**src/rtl/counter_run_arbiter_pkg.sv**
```systemverilog
// Shared definitions for the counter run arbiter: counter width, mode encoding,
// FSM state codes and the run-length decode helper.
package counter_ctrl_pkg;

  localparam int CNT_W = 3;

  localparam logic MODE_UP   = 1'b0;
  localparam logic MODE_DOWN = 1'b1;

  typedef enum logic [1:0] {
    IDLE = 2'd0,
    RUN  = 2'd1,
    DONE = 2'd2
  } state_e;

  localparam logic [1:0] ST_IDLE = IDLE;
  localparam logic [1:0] ST_RUN  = RUN;
  localparam logic [1:0] ST_DONE = DONE;

  // A steps field of zero means a full lap of 2^CNT_W steps.
  function automatic logic [CNT_W:0] runLength(input logic [CNT_W-1:0] steps);
    return (steps == '0) ? {1'b1, {CNT_W{1'b0}}} : {1'b0, steps};
  endfunction

endpackage

```
**src/rtl/counter_run_arbiter_if.sv**
```systemverilog
// Request/grant bundle between the two requesters and the run arbiter.
interface counter_run_arbiter_if;
  import counter_ctrl_pkg::*;

  logic [1:0]       req;
  logic [1:0]       mode;
  logic [CNT_W-1:0] steps0;
  logic [CNT_W-1:0] steps1;
  logic [1:0]       grant;
  logic             busy;
  logic [1:0]       done;
  logic [CNT_W-1:0] count;

  modport master (
    output req, mode, steps0, steps1,
    input  grant, busy, done, count
  );

  modport slave (
    input  req, mode, steps0, steps1,
    output grant, busy, done, count
  );

endinterface

```
**src/rtl/counter_run_arbiter_counter.sv**
```systemverilog
// Wrapping up/down counter with enable; the arbiter owns enable and mode.
module updown_counter_en
  import counter_ctrl_pkg::*;
(
  input  logic             clk,
  input  logic             reset,
  input  logic             en_i,
  input  logic             mode_i,
  output logic [CNT_W-1:0] count_o
);

  logic [CNT_W-1:0] count_q;

  always_ff @(posedge clk) begin
    if (reset) begin
      count_q <= '0;
    end else if (en_i) begin
      count_q <= (mode_i == MODE_DOWN) ? count_q - 1'b1 : count_q + 1'b1;
    end
  end

  assign count_o = count_q;

endmodule

```
**src/rtl/counter_run_arbiter.sv**
```systemverilog
// Round-robin arbiter that lends the shared counter to one requester at a time
// for a run of N steps, then pulses done to that owner.
module counter_run_arbiter
  import counter_ctrl_pkg::*;
(
  input  logic                  clk,
  input  logic                  reset,
  counter_run_arbiter_if.slave  bus
);

  logic [1:0]     state_q, state_d;
  logic           rr_q, rr_d;
  logic           owner_q, owner_d;
  logic           modeLat_q, modeLat_d;
  logic [CNT_W:0] remaining_q, remaining_d;
  logic           winner;
  logic           cntEn;
  logic [1:0]     ownerOneHot;

  // The pointed-to requester wins; the other only when the pointed one is idle.
  assign winner = bus.req[rr_q] ? rr_q : ~rr_q;

  always_comb begin
    state_d     = state_q;
    rr_d        = rr_q;
    owner_d     = owner_q;
    modeLat_d   = modeLat_q;
    remaining_d = remaining_q;
    case (state_q)
      ST_IDLE: begin
        if (bus.req != 2'b00) begin
          owner_d     = winner;
          modeLat_d   = bus.mode[winner];
          remaining_d = runLength(winner ? bus.steps1 : bus.steps0);
          state_d     = ST_RUN;
        end
      end
      ST_RUN: begin
        remaining_d = remaining_q - 1'b1;
        if (remaining_q == {{CNT_W{1'b0}}, 1'b1}) begin
          state_d = ST_DONE;
        end
      end
      ST_DONE: begin
        state_d = ST_IDLE;
        rr_d    = ~owner_q;
      end
      default: begin
        state_d = ST_IDLE;
      end
    endcase
  end

  always_ff @(posedge clk) begin
    if (reset) begin
      state_q     <= ST_IDLE;
      rr_q        <= 1'b0;
      owner_q     <= 1'b0;
      modeLat_q   <= MODE_UP;
      remaining_q <= '0;
    end else begin
      state_q     <= state_d;
      rr_q        <= rr_d;
      owner_q     <= owner_d;
      modeLat_q   <= modeLat_d;
      remaining_q <= remaining_d;
    end
  end

  assign cntEn = (state_q == ST_RUN);

  updown_counter_en uCounter (
    .clk     (clk),
    .reset   (reset),
    .en_i    (cntEn),
    .mode_i  (modeLat_q),
    .count_o (bus.count)
  );

  assign ownerOneHot = owner_q ? 2'b10 : 2'b01;
  assign bus.grant   = (state_q != ST_IDLE) ? ownerOneHot : 2'b00;
  assign bus.busy    = (state_q != ST_IDLE);
  assign bus.done    = (state_q == ST_DONE) ? ownerOneHot : 2'b00;

endmodule

```
**src/flat_wrapper.sv**
```systemverilog
// flat-port wrapper written by rule: the top's interface ports become plain ports
module counter_run_arbiter_flat import counter_ctrl_pkg::*;
  (clk, reset, bus_req, bus_mode, bus_steps0, bus_steps1, bus_grant, bus_busy, bus_done, bus_count);
  counter_run_arbiter_if bus_i ();
  input  logic clk;
  input  logic reset;
  input wire logic [$bits(bus_i.req)-1:0] bus_req;
  input wire logic [$bits(bus_i.mode)-1:0] bus_mode;
  input wire logic [$bits(bus_i.steps0)-1:0] bus_steps0;
  input wire logic [$bits(bus_i.steps1)-1:0] bus_steps1;
  output wire logic [$bits(bus_i.grant)-1:0] bus_grant;
  output wire logic [$bits(bus_i.busy)-1:0] bus_busy;
  output wire logic [$bits(bus_i.done)-1:0] bus_done;
  output wire logic [$bits(bus_i.count)-1:0] bus_count;
  assign bus_i.req = bus_req;
  assign bus_i.mode = bus_mode;
  assign bus_i.steps0 = bus_steps0;
  assign bus_i.steps1 = bus_steps1;
  assign bus_grant = bus_i.grant;
  assign bus_busy = bus_i.busy;
  assign bus_done = bus_i.done;
  assign bus_count = bus_i.count;
  counter_run_arbiter u_core (.clk(clk), .reset(reset), .bus(bus_i));
endmodule
```
**config.mk**
```make
export PLATFORM = sky130hd
export DESIGN_NAME = counter_run_arbiter_flat
export DESIGN_NICKNAME = d
export VERILOG_FILES = /design/src/rtl/counter_run_arbiter_pkg.sv /design/src/rtl/counter_run_arbiter_if.sv /design/src/rtl/counter_run_arbiter_counter.sv /design/src/rtl/counter_run_arbiter.sv /design/src/flat_wrapper.sv
export SDC_FILE = /design/constraint.sdc
export NUM_CORES = 1
export LEC_CHECK = 0
export BUFFER_PORTS_ARGS = -buffer_cell sky130_fd_sc_hd__buf_2
export CORE_MARGIN = 2
export CORE_UTILIZATION = 44
export DETAILED_ROUTE_END_ITERATION = 10
export PLACE_DENSITY = 0.71
export SYNTH_ARGS = -nofsm -noshare
export SYNTH_HDL_FRONTEND = slang
export SYNTH_SLANG_ARGS = --single-unit
```
**constraint.sdc**
```tcl
create_clock -name clk -period 1.55 [get_ports clk]
set_input_delay 0.3875 -clock clk [delete_from_list [all_inputs] [get_ports clk]]
set_output_delay 0.3875 -clock clk [all_outputs]
set_load 0.02 [all_outputs]
```
* Word level (Yosys, flattened, before mapping)
Index checks and enable logic that the tools add are counted.
** Cells by class
- Add/subtract/negate cells :: 3
- Order comparisons :: 2
- Eq/ne operators :: 5
- Multiplexer cells :: 16
- Bitwise logic cells :: 2
- Reduce and logical (&&, ||, !) cells :: 8
** Operator list (count)
- $mux 2 :: 5
- $mux 4 :: 2
- $pmux 4 s2 :: 1
- $mux 3 :: 2
- $reduce_and 2->1 :: 3
- $reduce_bool 2->1 :: 3
- $mux 1 :: 5
- $eq 4x1->1 const B :: 1
- $lt 1x2->1 const B :: 2
- $pmux 2 s2 :: 1
- $sub 4x1->4 const B :: 1
- $add 3x1->3 const B :: 1
- $logic_not 3->1 :: 1
- $sub 3x1->3 const B :: 1
- $eq 2x1->1 const B :: 1
- $eq 2x2->1 const B :: 1
- $logic_not 2->1 :: 1
- $ne 2x1->1 const B :: 1
- $ne 2x2->1 const B :: 1
- $not 1->1 :: 2
** Storage, ports and cells
- Register bits after elaboration :: 12
- Output and inout port bits :: 8
- Logic and storage cells :: 42

* Longest topological paths before layout
Gate-level depths: netlist of run 1.
- Word-level depth :: 8
- Depth in mapped cells :: 6

* Modules after synthesis
A second synthesis of run 1 with hierarchy kept.
** Unflattened totals
- Cells, all modules :: 80
- Area total of the unflattened synthesis :: 679.4 sq um
** Modules (own cells, without submodules)
- counter_run_arbiter :: times used 1, cells each 64, area each 531.8 sq um
- updown_counter_en :: times used 1, cells each 16, area each 147.6 sq um

* Worst setup path before layout of run 1
Ideal clock, no wire load.
- Path kind :: register to register
- From :: reg u_core.uCounter.count_q[0], in the netlist u_core.uCounter.count_o[0]
- To :: reg u_core.uCounter.count_q[2], in the netlist u_core.uCounter.count_o[2]
- Arrival time :: 1542 ps
- Required time :: 1479 ps
- Setup slack :: -63 ps
- Stages on the path, launching flop included :: 6
- Buffers on the path :: 0
- Clock period less this slack :: 1613 ps
- Path through :: dfxtp_1 inv_1 fa_1 xor2_1 or3_1 a21oi_1
** On the way
- Cells in the longest elaborated chain, start to end :: 2
** Ends and longest elaborated chain
- start: declaration :: line counter_run_arbiter_counter.sv:12 : logic [CNT_W-1:0] count_q;
- start signal: assignment :: line counter_run_arbiter_counter.sv:18 : count_q <= (mode_i == MODE_DOWN) ? count_q - 1'b1 : count_q + 1'b1;
- $add 3x1->3 / $sub 3x1->3 (equally long branches) :: line counter_run_arbiter_counter.sv:18
- $mux 3 * :: line counter_run_arbiter_counter.sv:18
Every way passes the cells marked *; elsewhere a longest branch is shown, timed or not.
A chain may end at the register's enable or synchronous reset.

* Final worst setup path of run 1
Same ends and word-level chain as after synthesis.

==> results.tsv, run 1 <==
metric	value	unit
routedWlPerCell	11.36	um
wl	1340	um
grt_pass1_wl	2132	um
drc	0	
dr.pass1.iters	4	
synth_warnings	0	
routed_via_density	5.254	
vdd_drop_max	0.4830	mV
synthTopCellsByArea	dfxtp_1, mux2i_1, nor2_1	
die_area	1890	um2
cts_buffers	3	
htree_levels	1	
synth_top_area_cell	dfxtp_1	
finalSetupViolCount	0	
max_slew_margin	0.7834	
finish.utilization	0.5706	
cp-start-kind	register	
initial_core_util	0.4605	
yosys.area.top_type_share	0.3504	
worst_slew_pin_slew	0.3181	ns
max_freq	0.6654	GHz
die_width	43.48	um
hpwlAfterDp	1014	um
final_nets	118	
cts_root_buf	clkbuf_4	
period_minus_slack	1.503	ns
power_density	1144	nW/um2
syn_inst	80	
drv_cap	0	
leakagePower	0.3736	nW
fin_crit_sh	0.9696	
synth_fp_nets	95	
cts_buffer_depth	2	
rows	14	
synth_area	685.7	um2
place_congestion	0.8205	
crit_slowest_cell	or3_4	
io_buffers	19	
hold_violations	0	
setup_tns	0	ns
yosys.cell_types.count	29	
ys_ff_latch	12	
cts.sinks	12	
grt_max_degree	16	
antenna_found_initial	0	
grt_overflow	0	
insertion_delay	0.27	ns
clk_pin_slew	0.08	ns
core	1489	um2
worstPathRequired	1.76	ns
areaGrowthSynthToFinish	23.91	%
io_pins	20	
antenna_left	0	
slowest_delay	0.39	ns
drt-initial-drc-count	9	
grt_pass1_vias	538	
die_h	43.48	um
track_usage	0.1481	
cp.arrival	1.71	ns
total_power	971.7	uW
hp-class	in -> reg	
cp-end-kind	register	
syn_avg_cell_area	8.571	um2
layout-drive-gt1-share	0.3431	
ys_seq_area_frac	0.3504	
route.vias.total	620	
path_class	reg -> reg	
rsz0062_at_grt	true	
cts_tree	yes	
dp_slack	0.03070	ns
drv_slew	0	
clock_skew	0.007281	ns
setup_ws	0.04716	ns
diodes	0	
crit_chain	inv_1 > fa_2 > xor2_1 > or3_4 > a21oi_2	
status	finished clean	
crit_fanout	2	
-- cells by family (layout without fill, tap and decap cells) --
| logic type | Yosys count | in the layout | synth area share |
|---|---|---|---|
| AOI/OAI and AO/OA | 16 | 16 | 0.1497 |
| DFF | 12 | 12 | 0.3504 |
| and+or+nand+nor | 30 | 30 | 0.2245 |
| muxes | 6 | 6 | 0.1058 |
| buffers and inverters | 10 | 32 | 0.06569 |
| adders and majority gates | 3 | 3 | 0.06569 |
| xor gates and xnor gates | 3 | 3 | 0.03833 |
-- Yosys cell counts, drive strengths merged --
library cell / n
nor2: 13
xor2: 2
o21ai: 4
a31oi: 1
inv: 8
buf: 1
fa: 1
mux2i: 6
nor4: 1
ha: 2
xnor2: 1
nor3b: 2
or3: 3
and2b: 1
o21a: 1
nand2: 3
a21oi: 5
a211oi: 2
nand2b: 3
dfxtp: 12
clkbuf: 1
o22ai: 1
nand3b: 1
o32ai: 1
a221oi: 1
nor3: 3
-- stage by stage --
step,cell area (um2),hold slack [ns],cells
after floorplan,688.2,0.4631,80
after global placement,788.3,0.4833,113
after detailed placement,788.3,0.4935,113
after CTS,824.5,0.3952,117
after global routing,849.6,0.4122,118
final,849.6,0.3970,118
-- where the power goes --
group	total (mW)	leakage [nW]	switching, mW	internal (mW)
Combinational	0.320	0.253	0.180	0.140
Clock	0.256	0.0210	0.113	0.143
Sequential	0.396	0.0999	0.0387	0.357
Total	0.972	0.374	0.332	0.640
-- state kept, by name (all words and copies together), names as in the netlist --
| name | cells |
|---|---|
| u_core.owner_q | 1 |
| u_core.uCounter.count_o | 3 |
| u_core.modeLat_q | 1 |
| u_core.remaining_q | 4 |
| u_core.rr_q | 1 |
| u_core.state_q | 2 |
-- cells in the final DEF, fill, tap and decap left out --
| master | n |
|---|---|
| buf_2 | 18 |
| nor2_1 | 11 |
| dfxtp_1 | 9 |
| inv_1 | 8 |
| mux2i_1 | 5 |
| o21ai_1 | 4 |
| a21oi_1 | 4 |
| nand2b_1 | 3 |
| nor3_1 | 3 |
| nand2_1 | 3 |
| clkbuf_4 | 3 |
| dfxtp_2 | 3 |
| nor2_2 | 2 |
| or3_1 | 2 |
| nor3b_1 | 2 |
| xor2_1 | 2 |
| ha_1 | 2 |
| buf_4 | 2 |
| mux2i_4 | 1 |
| o21a_1 | 1 |
| and2b_4 | 1 |
| nor4_1 | 1 |
| a221oi_1 | 1 |
| a211oi_2 | 1 |
| a211oi_1 | 1 |
| nand3b_1 | 1 |
| a31oi_1 | 1 |
| o22ai_1 | 1 |
| or3_4 | 1 |
| a21oi_2 | 1 |
| o32ai_1 | 1 |
| xnor2_1 | 1 |
| fa_2 | 1 |
| clkbuf_8 | 1 |
-- final cells by class --
class | instances | area (um2)
fill | 140 | 639.4
multi-input combinational | 58 | 414.1
sequential | 12 | 244.0
timing repair buffer | 20 | 105.1
clock buffer | 4 | 36.28
inverter | 8 | 30.03
tap | 16 | 20.02
-- critical path, delay by kind of cell (launching register included) --
family	cells	cell delay [ns]
flip-flops	1	0.34
buffers and inverters	1	0.06
adder cells (fa/ha/maj)	1	0.38
XOR/XNOR	1	0.16
AO/OA/AOI/OAI	1	0.12
AND/OR/NAND/NOR	1	0.39
-- path summary, 6_finish.rpt --
kind | from | to | slack [ns] | depth (start not counted)
max | u_core.uCounter.count_o[0]$_SDFFE_PP0P_ | u_core.uCounter.count_o[2]$_SDFFE_PP0P_ | 0.05 | 5
min | bus_steps0[2] | u_core.remaining_q[2]$_SDFFE_PP0P_ | 0.40 | 3
max reg2reg | u_core.uCounter.count_o[0]$_SDFFE_PP0P_ | u_core.uCounter.count_o[2]$_SDFFE_PP0P_ | 0.05 | 5
min reg2reg | u_core.owner_q$_SDFFE_PP0P_ | u_core.owner_q$_SDFFE_PP0P_ | 0.51 | 2
-- metal layers --
metal	global-route usage	part of all wire
met1	0.1839	0.46
met5	0	0
met2	0.2478	0.51
met3	0.03750	0.024
met4	0.05455	0
-- timing repair --
item                       in CTS  in global routing
resized for setup               0                  6
setup endpoints to repair       0                  2
hold buffers                    0                  0
setup buffers                   0                  1
Note: power is estimated with default switching activity, not from simulation.
==> run 2, diff against run 1 <==
--- a/config.mk
+++ b/config.mk
@@ -7,9 +7,9 @@
 export LEC_CHECK = 0
 export BUFFER_PORTS_ARGS = -buffer_cell sky130_fd_sc_hd__buf_2
 export CORE_MARGIN = 2
-export CORE_UTILIZATION = 44
+export CORE_UTILIZATION = 49
 export DETAILED_ROUTE_END_ITERATION = 10
-export PLACE_DENSITY = 0.71
+export PLACE_DENSITY = 0.75
 export SYNTH_ARGS = -nofsm -noshare
 export SYNTH_HDL_FRONTEND = slang
 export SYNTH_SLANG_ARGS = --single-unit
==> constraint.sdc (replaced) <==
create_clock -name clk -period 1.6 [get_ports clk]
set_input_delay 0.4 -clock clk [delete_from_list [all_inputs] [get_ports clk]]
set_output_delay 0.4 -clock clk [all_outputs]
set_load 0.02 [all_outputs]
==> results.tsv, run 2 (synthesis results as in run 1) <==
metric	value	unit
cp-end-kind	register	
rows	13	
io_pins	20	
initial_core_util	0.5269	
r2r_cells	5	
final_nets	117	
hold_violations	0	
drt-initial-drc-count	7	
cts.sinks	12	
path_class	reg -> reg	
worstPathRequired	1.81	ns
post_cts_buffers	0	
grt_pass1_vias	567	
p_int	606.3	uW
power.switching	315.3	uW
cp-startpoint	u_core.uCounter.count_o[0]$_SDFFE_PP0P_	
instances_no_fill	116	
diodes	0	
crit_slowest_cell	fa_1	
fin_crit_sh	0.9399	
r2r_slack	0.1	ns
cts_buffer_depth	2	
setup_tns	0	ns
max_freq	0.6650	GHz
io_buffers	19	
dp_cells	112	
max_slew_margin	0.7818	
routed_via_density	5.241	
largest-register	u_core.remaining_q	
drv_cap	0	
hp-class	in -> reg	
drv_slew	0	
cp-start-kind	register	
areaGrowthSynthToFinish	20.26	%
power_density	1118	nW/um2
rsz0062_at_grt	false	
vdd_drop_max	0.5675	mV
clk_pin_slew	0.08	ns
htree_levels	1	
grt_overflow	0	
cts_tree	yes	
grt_max_degree	16	
cp.buffers_inverters	1	
final_cell_mix	buf_2, nor2_1, dfxtp_1, inv_1	
die_h	41.41	um
place_area	785.8	um2
endpoint	u_core.uCounter.count_o[2]$_SDFFE_PP0P_	
power_frac_seq	0.416	
layout_commonest_cell	buf_2	
cp.arrival	1.71	ns
combPwrFrac	0.317	
die_width	41.41	um
place_congestion	0.8056	
grt_pass1_wl	2359	um
path_depth	5	
hp-start	bus_steps0[2]	
insertion_delay	0.27	ns
core	1301	um2
clkPwrFrac	0.267	
dr.pass1.iters	4	
clock_skew	0.004086	ns
crit_fanout	3	
antenna_left	0	
fin_area	824.5	um2
route.vias.total	608	
leakagePower	0.3663	nW
largest_reg_flops	4	
antenna_found_initial	0	
track_usage	0.1724	
period_minus_slack	1.504	ns
status	finished clean	
crit_chain	inv_1 > fa_1 > xor2_1 > or3_1 > a21oi_1	
wl	1314	um
finalSetupViolCount	0	
r2r_start	u_core.uCounter.count_o[0]$_SDFFE_PP0P_	
hpwlAfterDp	1008	um
cp_top_family	adder cells	
sw_frac_of_total	0.3421	
cts_root_buf	clkbuf_4	
layout-drive-gt1-share	0.2871	
slowest_delay	0.43	ns
worst_slew_pin_slew	0.3205	ns
reg2reg_to	u_core.uCounter.count_o[2]$_SDFFE_PP0P_	
die_area	1714	um2
drc	0	
routedWlPerCell	11.33	um
cts_buffers	3	
run 2: through the flow:
step           total power, mW  setup slack [ns]    util  hold WS (ns)
2_1_floorplan           0.6080           0.03894       -        0.4631
3_3_place_gp            0.6713            0.1593  0.6038        0.4747
3_5_place_dp            0.6831            0.1036  0.6038        0.4932
4_1_cts                 0.9264           0.07755  0.6317        0.3990
5_1_grt                 0.9904          0.006606  0.6337        0.4435
6_report                0.9216           0.09617  0.6337        0.3981
run 2: worst register-to-register path, delay by kind of cell (launching register included):
family	cells	cell delay [ns]
xor+xnor	1	0.16
simple gates	1	0.30
flops	1	0.35
fa+ha+maj	1	0.43
compound gates	1	0.14
buf+inv	1	0.07
run 2: area by class of cell:
cell class / instances / area, um2
fillers: 117 / 476.7
multi-input cells: 58 / 402.9
flip-flops and latches: 12 / 241.5
repair buffers: 19 / 95.09
clock buffers: 4 / 36.28
inverters: 8 / 30.03
well taps: 15 / 18.77
run 2: how the worst min path moves through the flow:
stage / end / slack [ns] / depth (start not counted)
after floorplan: u_core.owner_q$_SDFFE_PP0P_ / 0.46 / 2
after global placement: u_core.uCounter.count_o[2]$_SDFFE_PP0P_ / 0.47 / 2
after detailed placement: u_core.owner_q$_SDFFE_PP0P_ / 0.49 / 2
after CTS: u_core.remaining_q[2]$_SDFFE_PP0P_ / 0.40 / 3
after global routing: u_core.remaining_q[2]$_SDFFE_PP0P_ / 0.44 / 3
final: u_core.remaining_q[2]$_SDFFE_PP0P_ / 0.40 / 3
run 2: per-layer routing:
| layer | track usage | wire [um] |
|---|---|---|
| met5 | 0 | 0 |
| met4 | 0.05806 | 12 |
| met3 | 0.03913 | 44 |
| met2 | 0.2844 | 635 |
| met1 | 0.2207 | 620 |
run 2: power by group through the flow:
| stage | clock, mW | combinational, mW | sequential [mW] |
|---|---|---|---|
| finish | 0.246 | 0.292 | 0.383 |
| global route | 0.263 | 0.337 | 0.391 |
| CTS | 0.248 | 0.295 | 0.383 |
| detailed placement | 0 | 0.294 | 0.390 |
| global placement | 0 | 0.284 | 0.387 |
| floorplan | 0 | 0.210 | 0.398 |
run 2: timing repair:
item                                    CTS  global route
resized for setup                         0             1
hold buffers                              0             0
endpoints found under the setup margin    0             1
